## src/rtl/clkdiv_pkg.sv

```systemverilog
// Board constants and helpers shared by the programmable clock divider.
// hz_to_half converts a target frequency into the half-period register value.
package clkdiv_pkg;

  function automatic int unsigned hz_to_half(input int unsigned clk_hz, input int unsigned f);
    return clk_hz / (2 * f) - 1;
  endfunction

  localparam int unsigned CLK_HZ     = 100_000_000;
  localparam int unsigned HALF_1HZ   = hz_to_half(CLK_HZ, 1);
  localparam int unsigned HALF_100HZ = hz_to_half(CLK_HZ, 100);

endpackage

```

## src/rtl/div_channel.sv

```systemverilog
// One divider channel: half-period register, counter, and registered square wave / tick.
// The terminal compare is >= so that lowering the half-period mid-count never waits for a wrap.
module div_channel #(
  parameter int               CNT_W    = 26,
  parameter logic [CNT_W-1:0] RST_HALF = '0
) (
  input  logic             clk_i,
  input  logic             rst_i,
  input  logic             en_i,
  input  logic             sync_clr_i,
  input  logic             cfg_we_i,
  input  logic [CNT_W-1:0] cfg_half_i,
  output logic             clk_o,
  output logic             tick_o
);

  logic [CNT_W-1:0] cnt_q, cnt_d;
  logic [CNT_W-1:0] half_q, half_d;
  logic             clk_q, clk_d;
  logic             tick_q, tick_d;

  always_comb begin
    cnt_d  = cnt_q;
    clk_d  = clk_q;
    tick_d = 1'b0;
    half_d = cfg_we_i ? cfg_half_i : half_q;
    if (sync_clr_i) begin
      cnt_d = '0;
      clk_d = 1'b0;
    end else if (en_i) begin
      if (cnt_q >= half_q) begin
        cnt_d  = '0;
        clk_d  = ~clk_q;
        tick_d = ~clk_q;
      end else begin
        cnt_d = cnt_q + CNT_W'(1);
      end
    end
  end

  always_ff @(posedge clk_i or posedge rst_i) begin
    if (rst_i) begin
      cnt_q  <= '0;
      half_q <= RST_HALF;
      clk_q  <= 1'b0;
      tick_q <= 1'b0;
    end else begin
      cnt_q  <= cnt_d;
      half_q <= half_d;
      clk_q  <= clk_d;
      tick_q <= tick_d;
    end
  end

  assign clk_o  = clk_q;
  assign tick_o = tick_q;

endmodule

```

## src/rtl/programmable_clock_divider.sv

```systemverilog
// Multi-channel programmable clock divider with per-channel runtime half-period and
// a free-running scan counter for seven-segment digit selection.
module programmable_clock_divider
  import clkdiv_pkg::*;
#(
  parameter int                      NUM_CH   = 2,
  parameter int                      CNT_W    = 26,
  parameter logic [NUM_CH*CNT_W-1:0] DEF_HALF = {CNT_W'(HALF_100HZ), CNT_W'(HALF_1HZ)},
  parameter int                      SCAN_W   = 2,
  parameter int                      SCAN_LSB = 16,
  localparam int                     CH_W     = (NUM_CH > 1) ? $clog2(NUM_CH) : 1
) (
  input  logic              clk_in,
  input  logic              rst,
  input  logic [NUM_CH-1:0] en,
  input  logic              sync_clr,
  input  logic              cfg_we,
  input  logic [CH_W-1:0]   cfg_ch,
  input  logic [CNT_W-1:0]  cfg_half,
  output logic [NUM_CH-1:0] clk_out,
  output logic [NUM_CH-1:0] tick,
  output logic [SCAN_W-1:0] scan
);

  localparam int SC_W = SCAN_LSB + SCAN_W;

  logic [SC_W-1:0] scan_q, scan_d;

  assign scan_d = scan_q + SC_W'(1);

  always_ff @(posedge clk_in or posedge rst) begin
    if (rst) scan_q <= '0;
    else     scan_q <= scan_d;
  end

  assign scan = scan_q[SCAN_LSB +: SCAN_W];

  // Out-of-range cfg_ch values match no channel, so such writes fall away naturally.
  for (genvar i = 0; i < NUM_CH; i++) begin : g_ch
    localparam logic [CH_W-1:0] IDX = CH_W'(i);
    logic we;
    assign we = cfg_we && (cfg_ch == IDX);

    div_channel #(
      .CNT_W    (CNT_W),
      .RST_HALF (DEF_HALF[i*CNT_W +: CNT_W])
    ) u_ch (
      .clk_i      (clk_in),
      .rst_i      (rst),
      .en_i       (en[i]),
      .sync_clr_i (sync_clr),
      .cfg_we_i   (we),
      .cfg_half_i (cfg_half),
      .clk_o      (clk_out[i]),
      .tick_o     (tick[i])
    );
  end

endmodule

```

## config.mk

```make
export PLATFORM = sky130hd
export DESIGN_NAME = programmable_clock_divider
export DESIGN_NICKNAME = d
export VERILOG_FILES = /design/src/rtl/clkdiv_pkg.sv /design/src/rtl/div_channel.sv /design/src/rtl/programmable_clock_divider.sv
export SDC_FILE = /design/constraint.sdc
export NUM_CORES = 1
export LEC_CHECK = 0
export CORE_MARGIN = 5
export CORE_UTILIZATION = 45
export DETAILED_ROUTE_END_ITERATION = 16
export GPL_ROUTABILITY_DRIVEN = 0
export GPL_TIMING_DRIVEN = 1
export RECOVER_POWER = 25
export SLEW_MARGIN = 10
export SYNTH_ARGS = -nofsm -noshare
export SYNTH_HDL_FRONTEND = slang
export SYNTH_SLANG_ARGS = --single-unit
```

## constraint.sdc

```tcl
create_clock -name clk_in -period 10.7 [get_ports clk_in]
set_input_delay 2.14 -clock clk_in [delete_from_list [all_inputs] [get_ports clk_in]]
set_output_delay 2.14 -clock clk_in [all_outputs]
set_load 0.1 [all_outputs]
```

# Word-level counts from Yosys, hierarchy flattened

Index checks and enable logic that the tools add are counted.

Bits in read-only memories: 0
Memories: 0
Latch bits: 0
Memory bits (writable): 0
Output and inout port bits: 6
Bits of input ports: 33
Register bits: 126

Mux-type cells: 18
Shift-type cells: 0
Divide/modulo/power cells: 0
Add/subtract/negate cells: 3
Bitwise gates (word level): 3
$mul: 0
Order comparisons: 2
Reductions and logical operators: 8
Equality and inequality tests: 0

Operators by type and width:

| operator                | count |
|---|---|
| $mux W26                | 6 |
| $add A26 B1 Y26 const B | 2 |
| $ge A26 B26 Y1          | 2 |
| $add A18 B1 Y18 const B | 1 |
| $mux W1                 | 12 |
| $reduce_bool A2 Y1      | 4 |
| $reduce_and A2 Y1       | 2 |
| $not A1 Y1              | 3 |
| $logic_and A1 B1 Y1     | 2 |

# Longest topological paths before layout

Gate-level depths: netlist of run 1.

Depth after elaboration: 4
Mapped depth: 10
Mapped depth without buffers: 8

# Modules after synthesis

Synthesis of run 1 repeated with hierarchy kept, for this count alone.

Cells, all modules: 729
Area total of the unflattened synthesis: 7,031.7 sq um

Modules (own cells, without submodules):

| module                     | cells an instance | area an instance (sq um) | seq. area each (sq um) | instances |
|---|---|---|---|---|
| div_channel (g_ch[0].u_ch) | 325               | 3,155.5                  | 1,373.8                | 1 |
| div_channel (g_ch[1].u_ch) | 340               | 3,079.2                  | 1,365.1                | 1 |
| programmable_clock_divider | 64                | 797.0                    | 450.4                  | 1 |

# Worst setup path after synthesis of run 1

No wires, ideal clock.

Kind: input port to flip-flop
Start: input port sync_clr
End: register g_ch[1].u_ch.cnt_q[20]
Slack: 7.239 ns
Required time: 10.581 ns
Arrival: 3.342 ns
Cell stages on the path: 7
Cells stage by stage: clkbuf_8 > nor2_1 > and4bb_2 > and4_1 > and4_1 > xnor2_1 > nor2_1

Word-level cells in the longest chain between the ends: 1
Elaborated cells on any way between the ends: 2
Classes of those cells: 1 x mux; 1 x reduce/logical

Ends and longest elaborated chain:

| what                                                  | line                             | source |
|---|---|---|
| from (decl)                                           | programmable_clock_divider.sv:16 | `input logic sync_clr,` |
| $mux W26 / $reduce_bool A2 Y1 (equally long branches) | -                                |  |
| to (signal assigned)                                  | div_channel.sv:48                | `cnt_q <= cnt_d;` |
| to (decl)                                             | div_channel.sv:17                | `logic [CNT_W-1:0] cnt_q, cnt_d;` |

Parallel ways exist; a longest one is shown, timed or not.
A chain may end at the register's enable or synchronous reset.

# Worst setup path after layout of run 1

Start: input port sync_clr
End: register g_ch[1].u_ch.cnt_q[19]

The elaborated chain is that of the path after synthesis.

==> flow_summary.toml, run 1 <==
[outcome]
status = "finished with violations"
violations = "max-capacitance violations, max-slew violations"

[critical_path]
worst-setup-path-type = "in -> reg"
regToRegStartpoint = "g_ch[1].u_ch.cnt_q[23]"
required_ns = 10.97
endpoint_kind = "register"
path_common_cell = "sky130_fd_sc_hd__nor2_1"
cpMaxStageDelayCell = "sky130_fd_sc_hd__clkbuf_1"
crit_path_cell_trace = "dlygate4sd3_1, clkbuf_1, o2111ai_1, nor2_1, and4_1, nand3_1, xor2_1, nor2_1"
crit_start = "sync_clr"
start_kind = "input port"
cpPeakStageDelay_ns = 1.20
timing.critical_path.arrival_ns = 5.52
worst-path-max-fanout = 38

[sta]
timing.max_slew.rel_slack_pct = -85.96
post_route_clock_period_utilization_pct = 49.03
fmaxAchievable_mhz = 190.6
worst_slew_pin_slew_ns = 2.774
setup_slack_ns = 5.454
report.final.setup_viol = 0
maximum_clock_skew_at_final_layout_ns = 0.01177
tns_ns = 0
final_critical_period_ns = 5.246
rsz0062_at_grt = "no"
timing_max_transition_violations_final = 100
timing_hold_violations_final = 0

[cts]
post_cts_resized = 0
numClockSinks = 126
clock_tree_root = "sky130_fd_sc_hd__clkbuf_16"
worstSkewPairLatency_ns = 0.42
cts.htree.levels = 4
tritoncts = "yes"
clock_tree.buffer_depth = 2
postCtsSetupRepairBufs = 0
holdBufCountCts = 0
tritoncts.num_buffers = 17
clkTransAtPathRegs_ns = 0.06

[synthesis]
post_synth_instance_area_um2 = 6878
synth_top_area_share_pct = 35.29
synthTopCellsByArea = "sky130_fd_sc_hd__dfrtp_1 (35%), sky130_fd_sc_hd__dfstp_2 (11%), sky130_fd_sc_hd__ha_1 (10%)"
ys_ff_latch = 126
synth.top_cells.by_count = "sky130_fd_sc_hd__dfrtp_1 (97), sky130_fd_sc_hd__inv_1 (60), sky130_fd_sc_hd__ha_1 (55)"
yosysWarnings = 0
postSynth.asyncResetShare_pct = 100.0
synth.avg_cell_area_um2 = 10.63
synth.most_common_cell = "sky130_fd_sc_hd__dfrtp_1"
cells_after_synth = 647
ys.flop_type = "sky130_fd_sc_hd__dfrtp_1"
synthDominantAreaCellType = "sky130_fd_sc_hd__dfrtp_1"
seq_area_frac_synth_pct = 46.37
edff_count_synth = 0
post_synth_net_total = 735
synth.distinct_cells = 50

[placement]
portBuffers = 38
post-place-ws_ns = 6.160
detailedPlacementHpwl_um = 10310
postPlaceCellArea_um2 = 7387
dp_cells = 854

[global_routing]
grt.overflow.total = 0
antenna_found_initial = 0
grt_pass1_vias = 4989
groute.usage.overall_pct = 17.32
grt_max_degree = 68
grt_pass1_wl_um = 24810

[cells_and_area]
fin_area_um2 = 8069
nets = 773
area_delta_synth_final_pct = 17.32
instances_no_fill = 886
nFillCells = 1332
diodes = 0
layout.area.seq_um2 = 3189
multiInputGateArea_um2 = 3324
final_layout_size_suffix_gt1_share_pct = 17.77

[drt]
vias = 4810
detail-route-antenna-nets = 0
drc_errors = 0
initialDrtViolationCount = 301
finalWirelength_um = 14470
detail_route.first_pass.iterations = 5
post_drt_wl_per_cell_um = 16.34
viasPerCell = 5.429

[floorplanning]
placeableCoreArea_um2 = 15090
initial_utilization_pct = 45.58
die_h_um = 133.6
design.die.area_um2 = 17860
die_x_um = 133.6
placement_rows = 45
number_of_top_level_pins = 39

[power]
power.share.clock_pct = 50.2
cellInternalPower_mw = 1.028
pwr-share-comb_pct = 9.2
cellPowerDensity_nw_per_um2 = 163.4
irDropWorstVdd_v = 0.0001123
seq_power_share_pct = 40.6
power.share.switching_pct = 21.99
p_leak_nw = 3.737
net-switching-power_uw = 289.9

[run]
drv_cap = 2

[hold_path]
min-delay-path-class = "reg -> reg"
min_delay_src = "scan_q[5]"
## path summary, 6_finish.rpt
check                                          to  slack, ns  cells after the start
max in group asynchronous  g_ch[1].u_ch.cnt_q[14]       5.95                      3
min reg2reg                             scan_q[5]       0.47                      1
min in group asynchronous   g_ch[0].u_ch.cnt_q[1]       2.95                      2
min                                     scan_q[5]       0.47                      1
max                        g_ch[1].u_ch.cnt_q[19]       5.45                      8
max reg2reg                 g_ch[1].u_ch.cnt_q[7]       7.74                      6
## layer usage
metal  wire, um  vias to the layer above  global-route usage (%)
met2       6903                       79                   27.60
met4        207                        0                   5.886
li1           -                     2345                       -
met5          0                        -                       0
met3        542                       15                   4.607
met1       6821                     2371                   23.00
## power by group through the flow
stage / logic, mW / clock network, mW / registers (mW)
floorplan: 0.0873 / 0 / 0.537
global placement: 0.120 / 0 / 0.542
detailed placement: 0.123 / 0 / 0.543
CTS: 0.125 / 0.675 / 0.536
global route: 0.140 / 0.696 / 0.539
finish: 0.122 / 0.661 / 0.536
## flip-flops by register name, indices dropped and copies added, names as in the netlist
signal	flops
g_ch.u_ch.tick_o	2
g_ch.u_ch.cnt_q	52
g_ch.u_ch.half_q	52
scan_q	18
g_ch.u_ch.clk_o	2
## cell type report
class | count | area share [%]
sequential | 126 | 39.53
timing repair buffer | 42 | 5.040
multi-input combinational | 438 | 41.20
tap | 188 | 2.915
inverter | 60 | 2.807
clock inverter | 8 | 2.171
clock buffer | 24 | 6.342
## stage by stage
step	hold WS, ns	total power, mW	utilization (%)
3_5_place_dp	0.4584	0.6664	48.96
6_report	0.4671	1.318	53.47
3_3_place_gp	0.4531	0.6616	48.96
2_1_floorplan	0.4376	0.6248	-
5_1_grt	0.4781	1.375	53.47
4_1_cts	0.4666	1.335	53.51
## worst max-delay path, delay by kind of cell
family | cells | cell delay [ns]
compound gates | 1 | 0.39
buf+inv | 2 | 1.73
xor+xnor | 1 | 0.16
simple gates | 4 | 1.09
## cell usage in the layout (no fill, tap or decap), types with 4 or more instances in the layout
| master | n |
|---|---|
| sky130_fd_sc_hd__a211o_1 | 4 |
| sky130_fd_sc_hd__and2_1 | 4 |
| sky130_fd_sc_hd__and4_1 | 7 |
| sky130_fd_sc_hd__a21o_1 | 6 |
| sky130_fd_sc_hd__xor2_1 | 31 |
| sky130_fd_sc_hd__dfrtp_1 | 97 |
| sky130_fd_sc_hd__nand2b_1 | 4 |
| sky130_fd_sc_hd__clkbuf_16 | 17 |
| sky130_fd_sc_hd__nand3_1 | 31 |
| sky130_fd_sc_hd__xnor2_1 | 25 |
| sky130_fd_sc_hd__bufinv_16 | 5 |
| sky130_fd_sc_hd__nor3_1 | 21 |
| sky130_fd_sc_hd__or3_1 | 5 |
| sky130_fd_sc_hd__o21ai_0 | 8 |
| sky130_fd_sc_hd__and3_1 | 13 |
| sky130_fd_sc_hd__mux2_2 | 53 |
| sky130_fd_sc_hd__a21oi_1 | 26 |
| sky130_fd_sc_hd__nand2_1 | 42 |
| sky130_fd_sc_hd__nor2_1 | 42 |
| sky130_fd_sc_hd__ha_1 | 55 |
| sky130_fd_sc_hd__nand4_1 | 26 |
| sky130_fd_sc_hd__dfstp_2 | 29 |
| sky130_fd_sc_hd__clkdlybuf4s50_1 | 36 |
| sky130_fd_sc_hd__inv_1 | 59 |
| sky130_fd_sc_hd__clkbuf_8 | 6 |
## cells by family (layout without fill, tap and decap cells)
| logic type | Yosys count | after routing | share of synthesized area [%] |
|---|---|---|---|
| fa+ha+maj | 55 | 55 | 10.01 |
| simple gates | 208 | 208 | 15.81 |
| flops | 126 | 126 | 46.37 |
| mux | 55 | 55 | 8.969 |
| buf+inv | 83 | 134 | 5.294 |
| xor+xnor | 56 | 56 | 7.131 |
| compound gates | 64 | 64 | 6.422 |
No activity file was read; power rests on OpenSTA's default activity.
==> run 2: changes to the inputs <==
PLACE_DENSITY = 0.65   (was default)
clock period = 4.7 ns   (was 10.7 ns; I/O delays follow)
==> run 2 against run 1 <==
Effect of this change: the flow now finishes without violations; cell count shrank 0.11%; worst setup slack got worse by 3.7 ns; die area unchanged; first-iteration DRC count grew 11%; largest power group unchanged; highest routed layer unchanged.
==> flow_summary.toml, run 2 (synthesis results as in run 1) <==
[outcome]
status = "finished clean"

[critical_path]
endpoint_kind = "primary output"
worst-setup-path-type = "reg -> out"
regToRegSetupSlack_ns = 1.79
timing.critical_path.arrival_ns = 2.02
worst_r2r_endpoint = "g_ch[1].u_ch.cnt_q[11]"
cpPeakStageDelay_ns = 1.17
regToRegStartpoint = "g_ch[1].u_ch.half_q[18]"
start_kind = "register"
cp_capture_point = "clk_out[1]"
cpMaxStageDelayCell = "sky130_fd_sc_hd__clkdlybuf4s50_1"
path_delay_family = "buffers and inverters"
crit_path_cell_trace = "clkdlybuf4s50_1"
required_ns = 3.76
cp.depth = 1
critical_path.n_buffers_inverters = 1
crit_start = "g_ch[1].u_ch.clk_o"
worst-r2r-cell-count = 7
worst-path-max-fanout = 5

[drt]
viasPerCell = 5.456
drc_errors = 0
vias = 4829
post_drt_wl_per_cell_um = 16.31
detail-route-antenna-nets = 0
finalWirelength_um = 14430
initialDrtViolationCount = 335
detail_route.first_pass.iterations = 5

[sta]
timing.max_slew.rel_slack_pct = 34.72
post_route_clock_period_utilization_pct = 62.99
timing_max_transition_violations_final = 0
rsz0062_at_grt = "no"
timing_hold_violations_final = 0
maximum_clock_skew_at_final_layout_ns = 0.009313
final_critical_period_ns = 2.960
setup_slack_ns = 1.740
tns_ns = 0
report.final.setup_viol = 0
finalHoldWorstSlack_ns = 0.4640
fmaxAchievable_mhz = 337.8
worst_slew_pin_slew_ns = 0.9762

[global_routing]
grt_pass1_vias = 4948
groute.usage.overall_pct = 17.15
grt_max_degree = 127
grt_pass1_wl_um = 24460
grt.overflow.total = 0
antenna_found_initial = 0

[floorplanning]
placeableCoreArea_um2 = 15090
die_x_um = 133.6
die_h_um = 133.6
placement_rows = 45
number_of_top_level_pins = 39
design.die.area_um2 = 17860
initial_utilization_pct = 45.58

[cts]
clock_tree_root = "sky130_fd_sc_hd__clkbuf_16"
tritoncts.num_buffers = 17
clkTransAtPathRegs_ns = 0.05
tritoncts = "yes"
holdBufCountCts = 0
post_cts_resized = 0
postCtsSetupRepairBufs = 0
worstSkewPairLatency_ns = 0.42
cts.htree.levels = 4
clock_tree.buffer_depth = 2
numClockSinks = 126

[cells_and_area]
fin_area_um2 = 8088
layout_common_cells = "sky130_fd_sc_hd__dfrtp_1 (97), sky130_fd_sc_hd__inv_1 (59), sky130_fd_sc_hd__ha_1 (55)"
diodes = 0
mostFrequentLayoutCell = "sky130_fd_sc_hd__dfrtp_1"
area_delta_synth_final_pct = 17.59
core_util_final_pct = 53.60
instances_no_fill = 885
biggestRegsByFlops = "g_ch.u_ch.cnt_q (52), g_ch.u_ch.half_q (52), scan_q (18)"
nFillCells = 1327
nets = 772
final_layout_size_suffix_gt1_share_pct = 17.93

[placement]
portBuffers = 38
postPlaceCellArea_um2 = 7392
detailedPlacementHpwl_um = 10410
post-place-ws_ns = 1.518
dp_cells = 853

[hold_path]
worst_hold_path_stage_count = 1
min_delay_src = "scan_q[15]"
min-delay-path-class = "reg -> reg"

[power]
cellPowerDensity_nw_per_um2 = 376.9
power_mw = 3.049
irDropWorstVdd_v = 0.0002741
p_leak_nw = 3.748

[run]
drv_cap = 0
## run 2: metal layers
layer,up-vias,wire (um),global-route usage [%]
met1,2379,6776,22.85
met5,-,0,0
met3,22,685,5.325
met2,93,6777,26.89
met4,0,193,5.314
li1,2335,-,-
## run 2: area by class of cell
class                      count  area [um^2]  share of cell area, %
clock buffer                  20        456.7                  5.647
clock inverter                12        237.7                  2.939
inverter                      60        226.5                  2.800
multi-input combinational    438         3327                  41.14
sequential                   126         3189                  39.43
tap                          188        235.2                  2.908
timing repair buffer          41        415.4                  5.136
## run 2: how the worst min path moves through the flow
stage                 end
6_report       scan_q[15]
5_1_grt        scan_q[15]
4_1_cts        scan_q[15]
3_5_place_dp   scan_q[15]
3_3_place_gp    scan_q[7]
2_1_floorplan   scan_q[7]
## run 2: where the power goes
| group | internal (mW) | switching (mW) |
|---|---|---|
| sequential | 1.18 | 0.0384 |
| combinational | 0.133 | 0.145 |
| clock | 1.07 | 0.478 |
| total | 2.39 | 0.662 |
